[config.mk]
export PLATFORM = sky130hd
export DESIGN_NAME = redux_prog_loader
export DESIGN_NICKNAME = d
export VERILOG_FILES = /design/src/rtl/redux_loader_pkg.sv /design/src/rtl/loader_sum8.sv /design/src/rtl/redux_prog_loader.sv
export SDC_FILE = /design/constraint.sdc
export NUM_CORES = 1
export LEC_CHECK = 0
export ABC_AREA = 1
export CAP_MARGIN = 20
export CELL_PAD_IN_SITES_DETAIL_PLACEMENT = 1
export CELL_PAD_IN_SITES_GLOBAL_PLACEMENT = 2
export CORE_MARGIN = 2
export CORE_UTILIZATION = 30
export CTS_CLUSTER_DIAMETER = 80
export DETAILED_ROUTE_END_ITERATION = 8
export PLACE_DENSITY_LB_ADDON = 0.08
export SLEW_MARGIN = 20
export SYNTH_ARGS = -nofsm -noshare
export SYNTH_HDL_FRONTEND = slang
export SYNTH_SLANG_ARGS = --single-unit
[constraint.sdc]
create_clock -name clk -period 2.4 [get_ports clk]
set_input_delay 0.48 -clock clk [delete_from_list [all_inputs] [get_ports clk]]
set_output_delay 0.48 -clock clk [all_outputs]
set_load 0.01 [all_outputs]
[src/rtl/redux_loader_pkg.sv]
// Shared types and constants for the Redux-V boot program loader.
// Optional checksum support is selected with REDUX_LOADER_CHECKSUM_EN.
package redux_loader_pkg;

   localparam int unsigned BYTE_W = 8;

   localparam logic [BYTE_W-1:0] LEN_ZERO = 8'h00;

   typedef enum logic [2:0] {
      LEN,
      DATA,
      CSUM,
      DRAIN,
      RUN,
      ERR
   } state_e;

endpackage : redux_loader_pkg

[src/rtl/loader_sum8.sv]
// 8-bit running-sum accumulator with synchronous clear and enable.
// Used only when REDUX_LOADER_CHECKSUM_EN is defined.
module loader_sum8
   import redux_loader_pkg::*;
(
   input  logic              clk,
   input  logic              rst,
   input  logic              clr_i,
   input  logic              en_i,
   input  logic [BYTE_W-1:0] data_i,
   output logic [BYTE_W-1:0] sum_o
);

   logic [BYTE_W-1:0] sum_q;

   // Carry out of bit 7 is discarded: the sum is mod 256.
   always_ff @(posedge clk) begin
      if (rst || clr_i) begin
         sum_q <= '0;
      end else if (en_i) begin
         sum_q <= sum_q + data_i;
      end
   end

   assign sum_o = sum_q;

endmodule : loader_sum8

[src/rtl/redux_prog_loader.sv]
// Length-prefixed byte-stream loader into instruction memory; holds the core in reset until the image lands.
// Define REDUX_LOADER_CHECKSUM_EN to require and verify a trailing 8-bit sum byte.
module redux_prog_loader
   import redux_loader_pkg::*;
#(
   parameter logic [BYTE_W-1:0] BASE_ADDR = 8'h00
) (
   input  logic              clk,
   input  logic              rst,
   input  logic              in_valid,
   input  logic [BYTE_W-1:0] in_data,
   output logic              in_ready,
   output logic              mem_we,
   output logic [BYTE_W-1:0] mem_addr,
   output logic [BYTE_W-1:0] mem_wdata,
   output logic              cpu_rst,
   output logic              done,
   output logic              error
);

   state_e            state_q, state_d;
   logic [BYTE_W-1:0] len_q, len_d;
   logic [BYTE_W-1:0] count_q, count_d;
   logic              we_q, we_d;
   logic [BYTE_W-1:0] addr_q, addr_d;
   logic [BYTE_W-1:0] wdata_q, wdata_d;
   logic              ready_q, ready_d;
   logic              cpu_rst_q, cpu_rst_d;
   logic              done_q, done_d;
   logic              error_q, error_d;
   logic              accept_c;

`ifdef REDUX_LOADER_CHECKSUM_EN
   logic              sum_clr_c;
   logic              sum_en_c;
   logic [BYTE_W-1:0] sum_c;

   loader_sum8 u_sum (
      .clk    (clk),
      .rst    (rst),
      .clr_i  (sum_clr_c),
      .en_i   (sum_en_c),
      .data_i (in_data),
      .sum_o  (sum_c)
   );
`endif

   // in_ready is a registered decode of the state, so it never depends on in_valid.
   assign accept_c = in_valid && ready_q;

   // Next-state, counter and write-register logic.
   always_comb begin
      state_d = state_q;
      len_d   = len_q;
      count_d = count_q;
      we_d    = 1'b0;
      addr_d  = addr_q;
      wdata_d = wdata_q;
`ifdef REDUX_LOADER_CHECKSUM_EN
      sum_clr_c = 1'b0;
      sum_en_c  = 1'b0;
`endif

      case (state_q)
         LEN: begin
            if (accept_c) begin
               if (in_data == LEN_ZERO) begin
                  state_d = ERR;
               end else begin
                  len_d   = in_data;
                  count_d = '0;
                  state_d = DATA;
`ifdef REDUX_LOADER_CHECKSUM_EN
                  sum_clr_c = 1'b1;
`endif
               end
            end
         end
         DATA: begin
            if (accept_c) begin
               we_d    = 1'b1;
               addr_d  = BASE_ADDR + count_q;
               wdata_d = in_data;
               count_d = count_q + 8'd1;
`ifdef REDUX_LOADER_CHECKSUM_EN
               sum_en_c = 1'b1;
`endif
               if (count_q == (len_q - 8'd1)) begin
`ifdef REDUX_LOADER_CHECKSUM_EN
                  state_d = CSUM;
`else
                  state_d = DRAIN;
`endif
               end
            end
         end
`ifdef REDUX_LOADER_CHECKSUM_EN
         CSUM: begin
            if (accept_c) begin
               state_d = (in_data == sum_c) ? DRAIN : ERR;
            end
         end
`endif
         DRAIN:   state_d = RUN;
         RUN:     state_d = RUN;
         ERR:     state_d = ERR;
         default: state_d = ERR;
      endcase

      ready_d   = (state_d == LEN) || (state_d == DATA) || (state_d == CSUM);
      cpu_rst_d = (state_d != RUN);
      done_d    = (state_d == RUN);
      error_d   = (state_d == ERR);
   end

   // State and output registers.
   always_ff @(posedge clk) begin
      if (rst) begin
         state_q   <= LEN;
         len_q     <= '0;
         count_q   <= '0;
         we_q      <= 1'b0;
         addr_q    <= BASE_ADDR;
         wdata_q   <= '0;
         ready_q   <= 1'b1;
         cpu_rst_q <= 1'b1;
         done_q    <= 1'b0;
         error_q   <= 1'b0;
      end else begin
         state_q   <= state_d;
         len_q     <= len_d;
         count_q   <= count_d;
         we_q      <= we_d;
         addr_q    <= addr_d;
         wdata_q   <= wdata_d;
         ready_q   <= ready_d;
         cpu_rst_q <= cpu_rst_d;
         done_q    <= done_d;
         error_q   <= error_d;
      end
   end

   assign in_ready  = ready_q;
   assign mem_we    = we_q;
   assign mem_addr  = addr_q;
   assign mem_wdata = wdata_q;
   assign cpu_rst   = cpu_rst_q;
   assign done      = done_q;
   assign error     = error_q;

endmodule : redux_prog_loader

* Word level (Yosys, flattened, before mapping)
Cells that the tools add are included.
** Word-level totals
- Flip-flop bits (word level) :: 40
- Input bits :: 11
- Output and inout bits :: 21
** Operators by class
- Add/sub/neg operators :: 2
- Equal/unequal tests :: 12
- Mux-type cells :: 10
- Bitwise gates (word level) :: 2
- Reduce and logical (&&, ||, !) cells :: 12
** Operator list (number)
- $mux 8 :: 3
- $pmux 8 s2 :: 1
- $mux 3 :: 4
- $eq 3x3->1 const B :: 3
- $pmux 3 s3 :: 1
- $add 8x1->8 const B :: 1
- $eq 8x8->1 :: 1
- $logic_not 8->1 :: 1
- $sub 8x1->8 const B :: 1
- $eq 3x1->1 const B :: 2
- $eq 3x2->1 const B :: 2
- $logic_not 3->1 :: 2
- $ne 2x2->1 const B :: 3
- $reduce_and 4->1 :: 1
- $reduce_or 2->1 :: 2
- $ne 3x3->1 const B :: 1
- $reduce_and 3->1 :: 1
- $logic_or 1x1->1 :: 2
- $not 1->1 :: 2
- $reduce_and 2->1 :: 1
- $reduce_bool 2->1 :: 1
- $logic_and 1x1->1 :: 1
- $mux 1 :: 1

* Longest topological paths before layout
- Depth after elaboration :: 8
- Mapped depth :: 12
- Depth with buffers taken out :: 12

* Worst setup path after synthesis
OpenSTA, ideal clock, no wires.
- Kind :: register -> register
- Start :: reg len_q[0]
- End :: reg ready_q, in the netlist in_ready
- Data arrival time :: 1272 ps
- Data required time :: 2291 ps
- Slack :: 1019 ps
- Cell stages (with the launch flop) :: 13
- Buffers on the path :: 0
- Cells stage by stage :: dfxtp_1 inv_1 ha_1 inv_1 nand2_1 nand2_1 nand2_1 nor2_1 nand3_1 nor2_2 nand3_1 nand2_1 inv_1
** On the way
- Longest elaborated chain between the ends :: 8
- Elaborated cells between the ends (all ways) :: 10
- Classes of those cells :: add/sub (1); eq/ne (3); mux (3); reduce/logical (3)
** RTL lines
- start, declared :: RTL line redux_prog_loader.sv:22 : logic [BYTE_W-1:0] len_q, len_d;
- start signal, assigned :: RTL line redux_prog_loader.sv:131 : len_q <= len_d;
- $sub 8x1->8 * :: RTL line redux_prog_loader.sv:88 : if (count_q == (len_q - 8'd1)) begin
- $eq 8x8->1 * :: RTL line redux_prog_loader.sv:88
- $mux 3 * :: RTL line redux_prog_loader.sv:88
- $mux 3 * :: RTL line redux_prog_loader.sv:80 : if (accept_c) begin
- $pmux 3 s3 * :: RTL line redux_prog_loader.sv:64 : case (state_q)
- $eq 3x1->1 / $logic_not 3->1 (equally long branches) :: RTL line redux_prog_loader.sv:110 : ready_d = (state_d == LEN) || (state_d == DATA) || (state_d == CSUM);
- $logic_or 1x1->1 :: RTL line redux_prog_loader.sv:110
- $logic_or 1x1->1 * :: RTL line redux_prog_loader.sv:110
- end signal, assigned :: RTL line redux_prog_loader.sv:136 : ready_q <= ready_d;
- end, declared :: RTL line redux_prog_loader.sv:27 : logic ready_q, ready_d;
Mark *: on every way between the ends. The rest lies on a longest branch, timed or not.
A chain may end at the register's enable or synchronous reset.

* Worst setup path after layout
- Start :: in in_valid
- End :: reg ready_q, in the netlist in_ready
** On the way
- Longest elaborated chain between the ends :: 6
- Elaborated cells between the ends (all ways) :: 9
- Classes of those cells :: eq/ne (2); mux (3); reduce/logical (4)
** RTL lines
- start, declared :: RTL line redux_prog_loader.sv:10 : input logic in_valid,
- $logic_and 1x1->1 * :: RTL line redux_prog_loader.sv:49 : assign accept_c = in_valid && ready_q;
- $mux 3, on equally long branches :: RTL line redux_prog_loader.sv:80, redux_prog_loader.sv:66
- $pmux 3 s3 * :: RTL line redux_prog_loader.sv:64
- $eq 3x1->1 / $logic_not 3->1 (equally long branches) :: RTL line redux_prog_loader.sv:110
- $logic_or 1x1->1 :: RTL line redux_prog_loader.sv:110
- $logic_or 1x1->1 * :: RTL line redux_prog_loader.sv:110
Marks and branches as above.

==> out/qor.txt <==
CTS tree - yes
FP Rows - 29
Vias/cell - 4.63
Register-to-Register Path Depth - 12
DRT Wirelength - 5.67 mm
Clk sinks - 40
Sw Ratio - 0.291
Die W - 85.7 µm
Input/output buffers - 31
CP Class - input pin to flop
Sequential share of power - 0.493
Initial antenna violation count - 0
Tcrit/Tclk final - 0.806
Lkg Pwr - 1.06 nW
Starting Density - 0.313
Worst Hold Depth - 2
Final Wtd Congestion - 0.750
DIE HEIGHT - 85.7 µm
Kind of end point of the critical path - flop
Post-CTS setup buffers - 0
DP HPWL - 4.32 mm
Register bit total from synthesis - 40
Clock Pin Slew Worst Setup and Hold Paths - 0.08 ns
Number of global-route vias before repair - 1,990
Sequential area share after synthesis - 0.400
Combinational Power Share - 0.170
Die area - 7340 µm²
Drt first pass iters - 4
Internal power - 1.02 mW
Routed len/inst - 14.3 µm
# hold bufs at CTS - 0
Final setup margin - 0.465 ns
Syn avg cell area - 6.98 µm²
Top sig layer - met4
Antenna-violating nets left - 0
Worst slew margin - 0.601
Max Clock Freq - 517 MHz
Synth top area cells - dfxtp_1 (40%), nand2_1 (16%), a21oi_1 (6.3%), inv_1 (6.2%), nor2_1 (5.3%)
# fillers - 818
Final Hold Fails - 0
H-tree depth reported by CTS - 2
VDD IR-drop max - 236 µV
Finish-stage setup viols - 0
Most frequent cells in the layout - nand2_1 (86), dfxtp_1 (40), inv_1 (33)
Final instance area - 2470 µm²
GRT Util Overall - 0.169
Worst EP arrival - 2.13 ns
Top Ports - 32
CTS Root Cell - clkbuf_8
Area Growth Syn to Fin - 23.4%
Largest net degree at the start of global routing - 23
Status - complete, no violations
Highest fanout seen on the critical path - 6
Global-route wire length before repair - 9.91 mm
Core area - 6390 µm²
Max-cap violations - 0
Slew Limit Fails - 0
Met2 WL - 2.64 mm
Syn Nets - 300
Place WS - 0.151 ns
Tot Pwr - 1.44 mW
Total gr overflow - 0
Worst setup SP type - input pin
DR DRC count - 0
Yosys warns - 0
Dpl cell area - 2370 µm²
PwrDens - 583 nW/µm²
Most common cell after layout, fill and taps aside - nand2_1
Met3 Wirelength - 168 µm
Final #Nets - 332
Resized Gates After CTS - 0
Diode count - 0
Final design utilization - 0.387
Via count - 1,839
Final clock skew - 0.00810 ns
RSZ-0062 raised after global routing - no
Switching power - 0.420 mW
Top cell type's share of synthesized area - 0.400
Share of cells above drive strength 1 - 0.103
Number of buffers created by CTS - 5
Layout Cells excl Fill - 397
Iter 0 DRT Violations - 65
Setup TNS - 0 ns
Largest area contributor in the netlist - dfxtp_1
Max clock buf depth - 2
WP data required - 2.60 ns
Worst-Margin Slew - 0.598 ns
Clk_lat worst skew - 0.29 ns
Cells after Synth - 287
Met1 WL - 2.80 mm
Post-Syn Area - 2000 µm²
Clock Power Share - 0.337
Placed cells - 389
Synth cell types - 28
Hold WS - 0.470 ns
Final min period - 1.94 ns
Hold crit path type - flop to flop
power by group through the flow:
| stage | Clock, mW | Sequential, mW | Combinational (mW) |
|---|---|---|---|
| 6_report | 0.486 | 0.711 | 0.245 |
| 5_1_grt | 0.542 | 0.715 | 0.282 |
| 4_1_cts | 0.514 | 0.711 | 0.251 |
| 3_5_place_dp | 0 | 0.727 | 0.248 |
| 3_3_place_gp | 0 | 0.726 | 0.246 |
| 2_1_floorplan | 0 | 0.729 | 0.153 |
final timing paths:
path	start	to	slack (ns)
setup reg to reg	len_q[0]	in_ready	0.66
setup / recovery	in_valid	in_ready	0.46
hold reg to reg	mem_wdata[7]	mem_wdata[7]	0.47
hold / removal	mem_wdata[7]	mem_wdata[7]	0.47
final cells by class:
cell class              instances  area (µm²)  share of cell area
well taps                      77        96.3              0.0390
clock inverters                 2        13.8             0.00557
flip-flops and latches         40         801               0.324
clock buffers                   6        82.6              0.0334
inverters                      34         128              0.0516
repair buffers                 33         325               0.132
multi-input cells             205        1020               0.415
state kept, by name, summed over array words and instances, names as in the netlist:
| signal | flops |
|---|---|
| len_q | 8 |
| count_q | 8 |
| cpu_rst | 1 |
| in_ready | 1 |
| mem_we | 1 |
| mem_wdata | 8 |
| mem_addr | 8 |
| error | 1 |
| state_q | 3 |
| done | 1 |
metal layers:
metal / global-route usage / vias to the layer above
li1: - / 957
met5: 0 / -
met1: 0.224 / 851
met2: 0.278 / 27
met3: 0.0404 / 4
met4: 0.0390 / 0
logic make-up after synthesis:
| logic type | after synthesis | synth area share |
|---|---|---|
| buf+inv | 42 | 0.0881 |
| simple gates | 152 | 0.343 |
| xor+xnor | 5 | 0.0219 |
| compound gates | 46 | 0.134 |
| flops | 40 | 0.400 |
| fa+ha+maj | 2 | 0.0125 |
Yosys cell counts (all sizes together):
library cell	count
a21oi	29
buf	5
clkbuf	3
dfxtp	40
ha	2
inv	34
nand2	92
nand3	21
nand3b	1
nand4	2
nor2	35
nor3b	1
o21ai	15
o21bai	2
xnor2	3
xor2	2
worst max-delay path: stages:
cell	delay, ns
clkdlybuf4s50_1	0.46
nand2_1	0.10
inv_1	0.18
nand3_2	0.20
nor2_1	0.18
nand3_1	0.11
nor2_2	0.20
nand3_1	0.10
nand2_1	0.07
inv_1	0.04
Note: power is estimated with default switching activity, not from simulation.
